File: src/rtl/lsu_pkg.sv
// Shared types and size helpers for the load alignment path.
// Size codes follow the load funct3-style encoding used by the core.
package lsu_pkg;

  typedef enum logic [2:0] {
    SZ_LW  = 3'b000,
    SZ_LB  = 3'b001,
    SZ_LBU = 3'b010,
    SZ_LH  = 3'b011,
    SZ_LHU = 3'b100,
    SZ_LWU = 3'b101,
    SZ_LD  = 3'b110,
    SZ_ILL = 3'b111
  } load_size_e;

  typedef enum logic [2:0] {
    S_IDLE,
    S_RD0,
    S_CAP0,
    S_CAP1,
    S_RESP
  } state_e;

  function automatic logic [3:0] size_bytes(input load_size_e sz);
    logic [3:0] n;
    case (sz)
      SZ_LB, SZ_LBU: n = 4'd1;
      SZ_LH, SZ_LHU: n = 4'd2;
      SZ_LW, SZ_LWU: n = 4'd4;
      SZ_LD:         n = 4'd8;
      default:       n = 4'd0;
    endcase
    return n;
  endfunction

  function automatic logic size_legal(
    input load_size_e sz,
    input int         xlen
  );
    logic ok;
    case (sz)
      SZ_ILL:        ok = 1'b0;
      SZ_LWU, SZ_LD: ok = (xlen == 64);
      default:       ok = 1'b1;
    endcase
    return ok;
  endfunction

endpackage

File: src/rtl/load_extract.sv
// Combinational byte-lane extraction and sign/zero extension.
// Takes a two-beat window so split loads reuse the same shifter.
module load_extract
  import lsu_pkg::*;
#(
  parameter int XLEN = 32
) (
  input  logic [XLEN-1:0]            beat0,
  input  logic [XLEN-1:0]            beat1,
  input  logic [$clog2(XLEN/8)-1:0]  off,
  input  load_size_e                 size,
  output logic [XLEN-1:0]            res
);

  logic [XLEN-1:0] sh;

  assign sh = XLEN'({beat1, beat0} >> {off, 3'b000});

  always_comb begin
    res = '0;
    case (size)
      SZ_LB:   res = XLEN'($signed(sh[7:0]));
      SZ_LBU:  res = XLEN'(sh[7:0]);
      SZ_LH:   res = XLEN'($signed(sh[15:0]));
      SZ_LHU:  res = XLEN'(sh[15:0]);
      SZ_LW:   res = XLEN'($signed(sh[31:0]));
      SZ_LWU:  res = XLEN'(sh[31:0]);
      SZ_LD:   res = sh;
      default: res = '0;
    endcase
  end

endmodule

File: src/rtl/load_align_unit.sv
// Multi-cycle load stage: word reads, split crossing loads, extend.
// One request in flight; memory returns data one cycle after rd_en.
module load_align_unit
  import lsu_pkg::*;
#(
  parameter int XLEN        = 32,
  parameter int AW          = 32,
  parameter int MISALIGN_EN = 1
) (
  input  logic            clk,
  input  logic            reset,
  input  logic            req_valid,
  output logic            req_ready,
  input  logic [AW-1:0]   req_addr,
  input  logic [2:0]      req_size,
  output logic            mem_rd_en,
  output logic [AW-1:0]   mem_addr,
  input  logic [XLEN-1:0] mem_rdata,
  output logic            rsp_valid,
  output logic [XLEN-1:0] rsp_data,
  output logic            rsp_fault
);

  localparam int NB = XLEN / 8;
  localparam int OB = $clog2(NB);

  state_e state, state_nx;

  logic [AW-OB-1:0] word_q;
  load_size_e       size_q;
  logic [OB-1:0]    off_q;
  logic             cross_q;
  logic [XLEN-1:0]  beat0_q;

  load_size_e       req_sz;
  logic [OB:0]      span;
  logic             req_cross;
  logic             req_fault;
  logic             accept;

  logic [XLEN-1:0]  ext_b0;
  logic [XLEN-1:0]  ext_b1;
  logic [XLEN-1:0]  ext_res;

  assign req_sz    = load_size_e'(req_size);
  assign span      = {1'b0, req_addr[OB-1:0]}
                   + (OB+1)'(size_bytes(req_sz));
  assign req_cross = span > (OB+1)'(NB);
  assign req_fault = !size_legal(req_sz, XLEN)
                   || (req_cross && MISALIGN_EN == 0);
  assign accept    = req_valid && req_ready;

  always_ff @(posedge clk) begin
    if (reset) state <= S_IDLE;
    else       state <= state_nx;
  end

  always_comb begin
    state_nx = state;
    case (state)
      S_IDLE: if (accept) state_nx = req_fault ? S_RESP : S_RD0;
      S_RD0:  state_nx = S_CAP0;
      S_CAP0: state_nx = cross_q ? S_CAP1 : S_RESP;
      S_CAP1: state_nx = S_RESP;
      S_RESP: state_nx = S_IDLE;
      default: state_nx = S_IDLE;
    endcase
  end

  always_comb begin
    req_ready = 1'b0;
    mem_rd_en = 1'b0;
    mem_addr  = '0;
    rsp_valid = 1'b0;
    if (!reset) begin
      unique case (1'b1)
        state == S_IDLE: req_ready = 1'b1;
        state == S_RD0: begin
          mem_rd_en = 1'b1;
          mem_addr  = {word_q, {OB{1'b0}}};
        end
        state == S_CAP0 && cross_q: begin
          mem_rd_en = 1'b1;
          mem_addr  = {word_q + (AW-OB)'(1), {OB{1'b0}}};
        end
        state == S_RESP: rsp_valid = 1'b1;
        default: ;
      endcase
    end
  end

  // CAP1 sees beat1 on the bus; CAP0 extracts with an empty upper beat.
  assign ext_b0 = (state == S_CAP1) ? beat0_q   : mem_rdata;
  assign ext_b1 = (state == S_CAP1) ? mem_rdata : '0;

  load_extract #(.XLEN(XLEN)) u_extract (
    .beat0 (ext_b0),
    .beat1 (ext_b1),
    .off   (off_q),
    .size  (size_q),
    .res   (ext_res)
  );

  always_ff @(posedge clk) begin
    if (reset) begin
      word_q    <= '0;
      size_q    <= SZ_LW;
      off_q     <= '0;
      cross_q   <= 1'b0;
      beat0_q   <= '0;
      rsp_data  <= '0;
      rsp_fault <= 1'b0;
    end else begin
      if (accept) begin
        word_q  <= req_addr[AW-1:OB];
        size_q  <= req_sz;
        off_q   <= req_addr[OB-1:0];
        cross_q <= req_cross;
        if (req_fault) begin
          rsp_data  <= '0;
          rsp_fault <= 1'b1;
        end
      end
      if (state == S_CAP0) beat0_q <= mem_rdata;
      if ((state == S_CAP0 && !cross_q) || state == S_CAP1) begin
        rsp_data  <= ext_res;
        rsp_fault <= 1'b0;
      end
    end
  end

endmodule

File: config.mk
export PLATFORM = sky130hd
export DESIGN_NAME = load_align_unit
export DESIGN_NICKNAME = d
export VERILOG_FILES = /design/src/rtl/lsu_pkg.sv /design/src/rtl/load_extract.sv /design/src/rtl/load_align_unit.sv
export SDC_FILE = /design/constraint.sdc
export NUM_CORES = 1
export LEC_CHECK = 0
export ABC_AREA = 1
export CORE_MARGIN = 4
export CORE_UTILIZATION = 50
export CTS_CLUSTER_DIAMETER = 40
export DETAILED_ROUTE_END_ITERATION = 7
export PLACE_DENSITY = 0.86
export REMOVE_ABC_BUFFERS = 1
export SYNTH_ARGS = -nofsm -noshare
export SYNTH_HDL_FRONTEND = slang
export SYNTH_SLANG_ARGS = --single-unit
File: constraint.sdc
create_clock -name clk -period 5.1 [get_ports clk]
set_input_delay 0.51 -clock clk [delete_from_list [all_inputs] [get_ports clk]]
set_output_delay 0.51 -clock clk [all_outputs]
set_load 0.05 [all_outputs]
Word level (Yosys, flattened, before mapping):

Index checks and enable logic that the tools add are counted.

* output and inout bits: 68
* logic and storage cells: 68
* input port bits: 70
* bits in registers: 104

* multiplexer cells: 19
* add/subtract/negate cells: 2
* reduce and logical (&&, ||, !) cells: 19
* $lt $le $gt $ge: 1
* shifts and indexed selects: 1
* eq/ne operators: 18

Operators with widths (count)
* $mux 32: 6
* $pmux 32 s5: 1
* $pmux 32 s2: 1
* $shr 64x5->32: 1
* $add 30x1->30 const B: 1
* $eq 3x3->1 const B: 8
* $pmux 3 s4: 2
* $eq 3x2->1 const B: 6
* $reduce_or 2->1: 5
* $eq 3x1->1 const B: 3
* $logic_not 3->1: 3
* $mux 3: 3
* $mux 1: 6
* $reduce_or 3->1: 2
* $reduce_and 2->1: 2
* $reduce_bool 2->1: 2
* $add 2x3->3: 1
* $gt 3x3->1 const B: 1
* $logic_and 1x1->1: 3
* $ne 2x2->1 const B: 1
* $logic_not 1->1: 1
* $logic_or 1x1->1: 1

Logic depth before layout (Yosys ltp):

* depth after elaboration: 6
* depth in mapped cells: 11
* gate-level depth less buffers: 11

Hierarchy:

From an unflattened synthesis, not the netlist that was laid out.

* cell total of the unflattened synthesis: 1208
* area total of the unflattened synthesis: 7091.8 µm²

Modules (own cells, without submodules)
* load_align_unit: cells each 881, instances 1, sequential area each 2082.0 µm², area each 5520.3 µm²
* load_extract: cells each 327, instances 1, sequential area each 0.0 µm², area each 1571.5 µm²

Least setup slack after synthesis:

Ideal clock, no wire load.

* path type: register -> output
* from: register state[1]
* to: output port mem_addr[30]
* path slack: 2363 ps
* data required time: 4590 ps
* buffers on the path: 0
* arrival: 2227 ps
* stages on the path, launching flop included: 9
* cells stage by stage: dfxtp_1 -> inv_1 -> nor3_2 -> nand2_2 -> clkinv_1 -> nand2_1 -> inv_1 -> nand2_1 -> o21ai_0

* cells in the longest elaborated chain, start to end: 4
* elaborated cells between the ends (all ways): 5
* those cells by class: 2 x eq/ne; 2 x mux; 1 x reduce/logical

RTL lines
* start: declaration: RTL line load_align_unit.sv:27 `state_e state, state_nx;`
* start signal: assignment: RTL line load_align_unit.sv:55 `else state <= state_nx;`
* $eq 3x2->1: RTL line load_align_unit.sv:82 `state == S_CAP0 && cross_q: begin`
* $logic_and 1x1->1: RTL line load_align_unit.sv:82
* $pmux 32 s2 *: RTL line load_align_unit.sv:76 `unique case (1'b1)`
* $mux 32 *: RTL line load_align_unit.sv:75 `if (!reset) begin`
* end: declaration: RTL line load_align_unit.sv:17 `output logic [AW-1:0] mem_addr,`

Every way passes the cells marked *; elsewhere a longest branch is shown, timed or not.

Final worst setup path:

* from: register state[2]
* to: output port mem_addr[4]

Same word-level chain as after synthesis.

==> impl_metrics.csv <==
group,metric,value,unit
yosys,syn_avg_cell_area,6.20,um2
sta,final.min_clock_period,3.61,ns
yosys,dominantRegCellSynth,"sky130_fd_sc_hd__dfxtp_1",
layout,nets,1203,
global_route,grt_pass1_wl,31700,um
worst_setup_path,crit_chain,"inv_2 -> nand3_1 -> clkinv_1 -> a32oi_1 -> nor2_1 -> clkdlybuf4s50_1",
yosys,synth.largest_area_cell,"sky130_fd_sc_hd__dfxtp_1",
power_and_ir_drop,clock_power_share,0.359,
cts,numClockSinks,104,
yosys,synthTopCellsByArea,"sky130_fd_sc_hd__dfxtp_1, sky130_fd_sc_hd__nand2_1, sky130_fd_sc_hd__nand3_1",
sta,post-route-worst-setup-slack,1.49,ns
layout,utilization,0.642,
power_and_ir_drop,power.sequential.fraction,0.424,
drt,route.antenna.remaining_nets,0,
drt,routed_wirelength,19800,um
worst_setup_path,reg2reg_setup_slack,2.15,ns
cts,clock_insertion_delay_worst_skew,0.36,ns
power_and_ir_drop,internal_power,1.50,mW
yosys,yosys_warnings,0,
power_and_ir_drop,switching_share,0.312,
worst_setup_path,required,4.59,ns
floorplan,vertical_die_dimension,122,um
global_route,gr-usage-all-layers,0.262,
sta,setup_viol,0,
power_and_ir_drop,switching_power,0.682,mW
yosys,synth_enable_flop_cells,0,
sta,hold_slack,0.467,ns
floorplan,coreArea,12600,um2
status,run_status,"finished clean",
global_route,grt_max_degree,66,
min_path,hp_start,"rsp_data[4]",
cts,tritoncts.num_buffers,9,
global_route,global_route.overflow_total,0,
power_and_ir_drop,vdd.ir_drop.worst,0.239,mV
sta,hold_viol_final,0,
power_and_ir_drop,comb_power_share,0.217,
min_path,timing.hold.worst_path_depth,2,
worst_setup_path,setup.worst_path.start_class,"register",
sta,timing.slew.headroom,0.247,
layout,layout.cells.most_common,"sky130_fd_sc_hd__nand2_1",
power_and_ir_drop,cellLeakagePower,3.14,nW
sta,grt_setup_unrepaired,"no",
yosys,synth_cell_types,40,
job,max_cap_violations,0,
placement,io_buffers,135,
layout,commonest_cells_after_routing_fill_and_taps_aside,"sky130_fd_sc_hd__nand2_1, sky130_fd_sc_hd__nand3_1, sky130_fd_sc_hd__clkdlybuf4s50_1",
worst_setup_path,r2r_start,"state[0]",
floorplan,top_level_i_o_count,138,
cts,cts-htree-levels,3,
global_route,number_of_global_route_vias_before_repair,6737,
worst_setup_path,crit_slowest_cell,"sky130_fd_sc_hd__clkdlybuf4s50_1",
worst_setup_path,worst-path-max-fanout,19,
sta,timing.final.max_slew_violations,0,
yosys,postSynthCellCount,1044,
drt,number_of_remaining_drc_errors,0,
drt,route.vias.total,7507,
yosys,ys_async_rst_share,0,
sta,achievable-frequency,277,MHz
floorplan,fp-row-count,41,
yosys,area_share_of_the_leading_cell_type_in_the_synthesized_netlist,0.322,
worst_setup_path,timing.reg2reg.worst_path_depth,8,
drt,drt-vias-per-instance,5.74,
worst_setup_path,max_stage_delay,0.73,ns
drt,wl_per_cell,15.1,um
yosys,synth-seq-cells,104,
layout,drive_above_1_share,0.0423,
worst_setup_path,end_kind,"output pin",
worst_setup_path,critPathKind,"reg2out",
placement,gp_congestion,0.942,
cts,cts_resized,0,
min_path,hold_class,"reg2reg",
yosys,syn-cell-area,6470,um2
floorplan,start_util,0.513,
cts,cts_tree,"done",
layout,area_delta_synth_final,25.2,%
floorplan,die_area,14800,um2
global_route,number_of_antenna_violations_at_the_first_check_in_global_routing,0,
cts,clk_root_buffer_cell,"sky130_fd_sc_hd__clkbuf_16",
worst_setup_path,worstReg2RegEnd,"rsp_data[28]",
power_and_ir_drop,power_per_standard_cell_area,270,nW/um2
cts,post-cts-setup-buffers,0,
sta,finClkSkew,0.0114,ns
sta,timing.setup.tns,0,ns
cts,clk_transition_reported_paths,0.07,ns
layout,antenna_fix_cells,0,
floorplan,die_w,122,um
cts,max-clock-path-buffers,2,
cts,cts_hold_buffers,0,
worst_setup_path,crit_arrival,3.10,ns
sta,post-route-period-util,0.707,
drt,initialDrtViolationCount,682,
min_path,worst_hold_path.endpoint,"rsp_data[4]",
yosys,share_of_the_yosys_chip_area_belonging_to_registers,0.322,
sta,transition_time_of_the_tightest_slew_check_pin,1.13,ns
drt,detail_route.first_pass.iterations,6,
placement,dp_hpwl,13400,um
placement,place_ws,1.93,ns
==> flip-flops by register name, indices dropped and copies added, names as in the netlist <==
name       cells
beat0_q       32
cross_q        1
off_q          2
rsp_data      32
rsp_fault      1
size_q         3
state          3
word_q        30
==> synthesized netlist by cell type, types with 2 or more instances <==
cell                       number
sky130_fd_sc_hd__nor2_2         2
sky130_fd_sc_hd__nand4_1        8
sky130_fd_sc_hd__clkinv_1       4
sky130_fd_sc_hd__inv_1         97
sky130_fd_sc_hd__buf_1          8
sky130_fd_sc_hd__o21ai_0      110
sky130_fd_sc_hd__nor2_4         3
sky130_fd_sc_hd__nor3_1        18
sky130_fd_sc_hd__nand3_2        5
sky130_fd_sc_hd__o211ai_1      23
sky130_fd_sc_hd__dfxtp_1      104
sky130_fd_sc_hd__a31oi_1        2
sky130_fd_sc_hd__nand3_1      146
sky130_fd_sc_hd__buf_6          4
sky130_fd_sc_hd__clkbuf_1      31
sky130_fd_sc_hd__buf_2         19
sky130_fd_sc_hd__nor2_1        43
sky130_fd_sc_hd__buf_4          6
sky130_fd_sc_hd__nor3_2         2
sky130_fd_sc_hd__nand2_1      262
sky130_fd_sc_hd__inv_2          4
sky130_fd_sc_hd__a21oi_1      122
sky130_fd_sc_hd__nand2_2        3
sky130_fd_sc_hd__ha_1           2
==> power groups by stage <==
stage	clock, mW	combinational (mW)	sequential (mW)
floorplan	0	0.273	0.952
global placement	0	0.460	0.939
detailed placement	0	0.466	0.940
CTS	0.790	0.468	0.923
global route	0.828	0.524	0.933
finish	0.784	0.474	0.926
==> logic make-up (layout without fill, tap and decap cells) <==
group,count (synthesis),count (layout),share of synthesized area
flip-flops,104,104,0.322
buffers and inverters,173,263,0.112
AO/OA/AOI/OAI,269,269,0.224
adder cells (fa/ha/maj),3,3,0.00696
AND/OR/NAND/NOR,494,494,0.335
other,1,2,0.000580
==> how the worst max path moves through the flow <==
| stage | startpoint | to | cells after the start |
|---|---|---|---|
| floorplan | state[1] | mem_addr[30] | 8 |
| global placement | state[2] | mem_addr[4] | 6 |
| detailed placement | state[2] | mem_addr[4] | 6 |
| CTS | state[2] | mem_addr[4] | 6 |
| global route | state[2] | mem_addr[4] | 6 |
| finish | state[2] | mem_addr[4] | 6 |
==> per-layer routing <==
metal  vias up  global-route usage  part of all wire
li1       3655                   -                 -
met1      3432               0.339              0.42
met2       362               0.422              0.47
met3        58              0.0608             0.080
met4         0               0.107             0.035
met5         -                   0                 0
==> through the flow <==
stage	power (mW)	instances	instance area (um2)
final	2.18	1307	8100
after global routing	2.28	1307	8100
after CTS	2.18	1307	8100
after detailed placement	1.41	1291	7760
after global placement	1.40	1291	7760
after floorplan	1.23	977	6140
==> critical path: cells and delay by family (launching register included) <==
| family | cells | cell delay (ns) |
|---|---|---|
| AO/OA/AOI/OAI | 1 | 0.36 |
| AND/OR/NAND/NOR | 2 | 0.46 |
| buffers and inverters | 3 | 1.44 |
| flip-flops | 1 | 0.49 |
==> cell type report <==
cell class / count / area [um2]
sequential: 104 / 2080
clock buffer: 11 / 253
multi-input combinational: 768 / 3670
clock inverter: 5 / 86.3
tap: 172 / 215
inverter: 105 / 394
timing repair buffer: 142 / 1400
fill: 1166 / 4520
(Power assumes the default switching activity.)
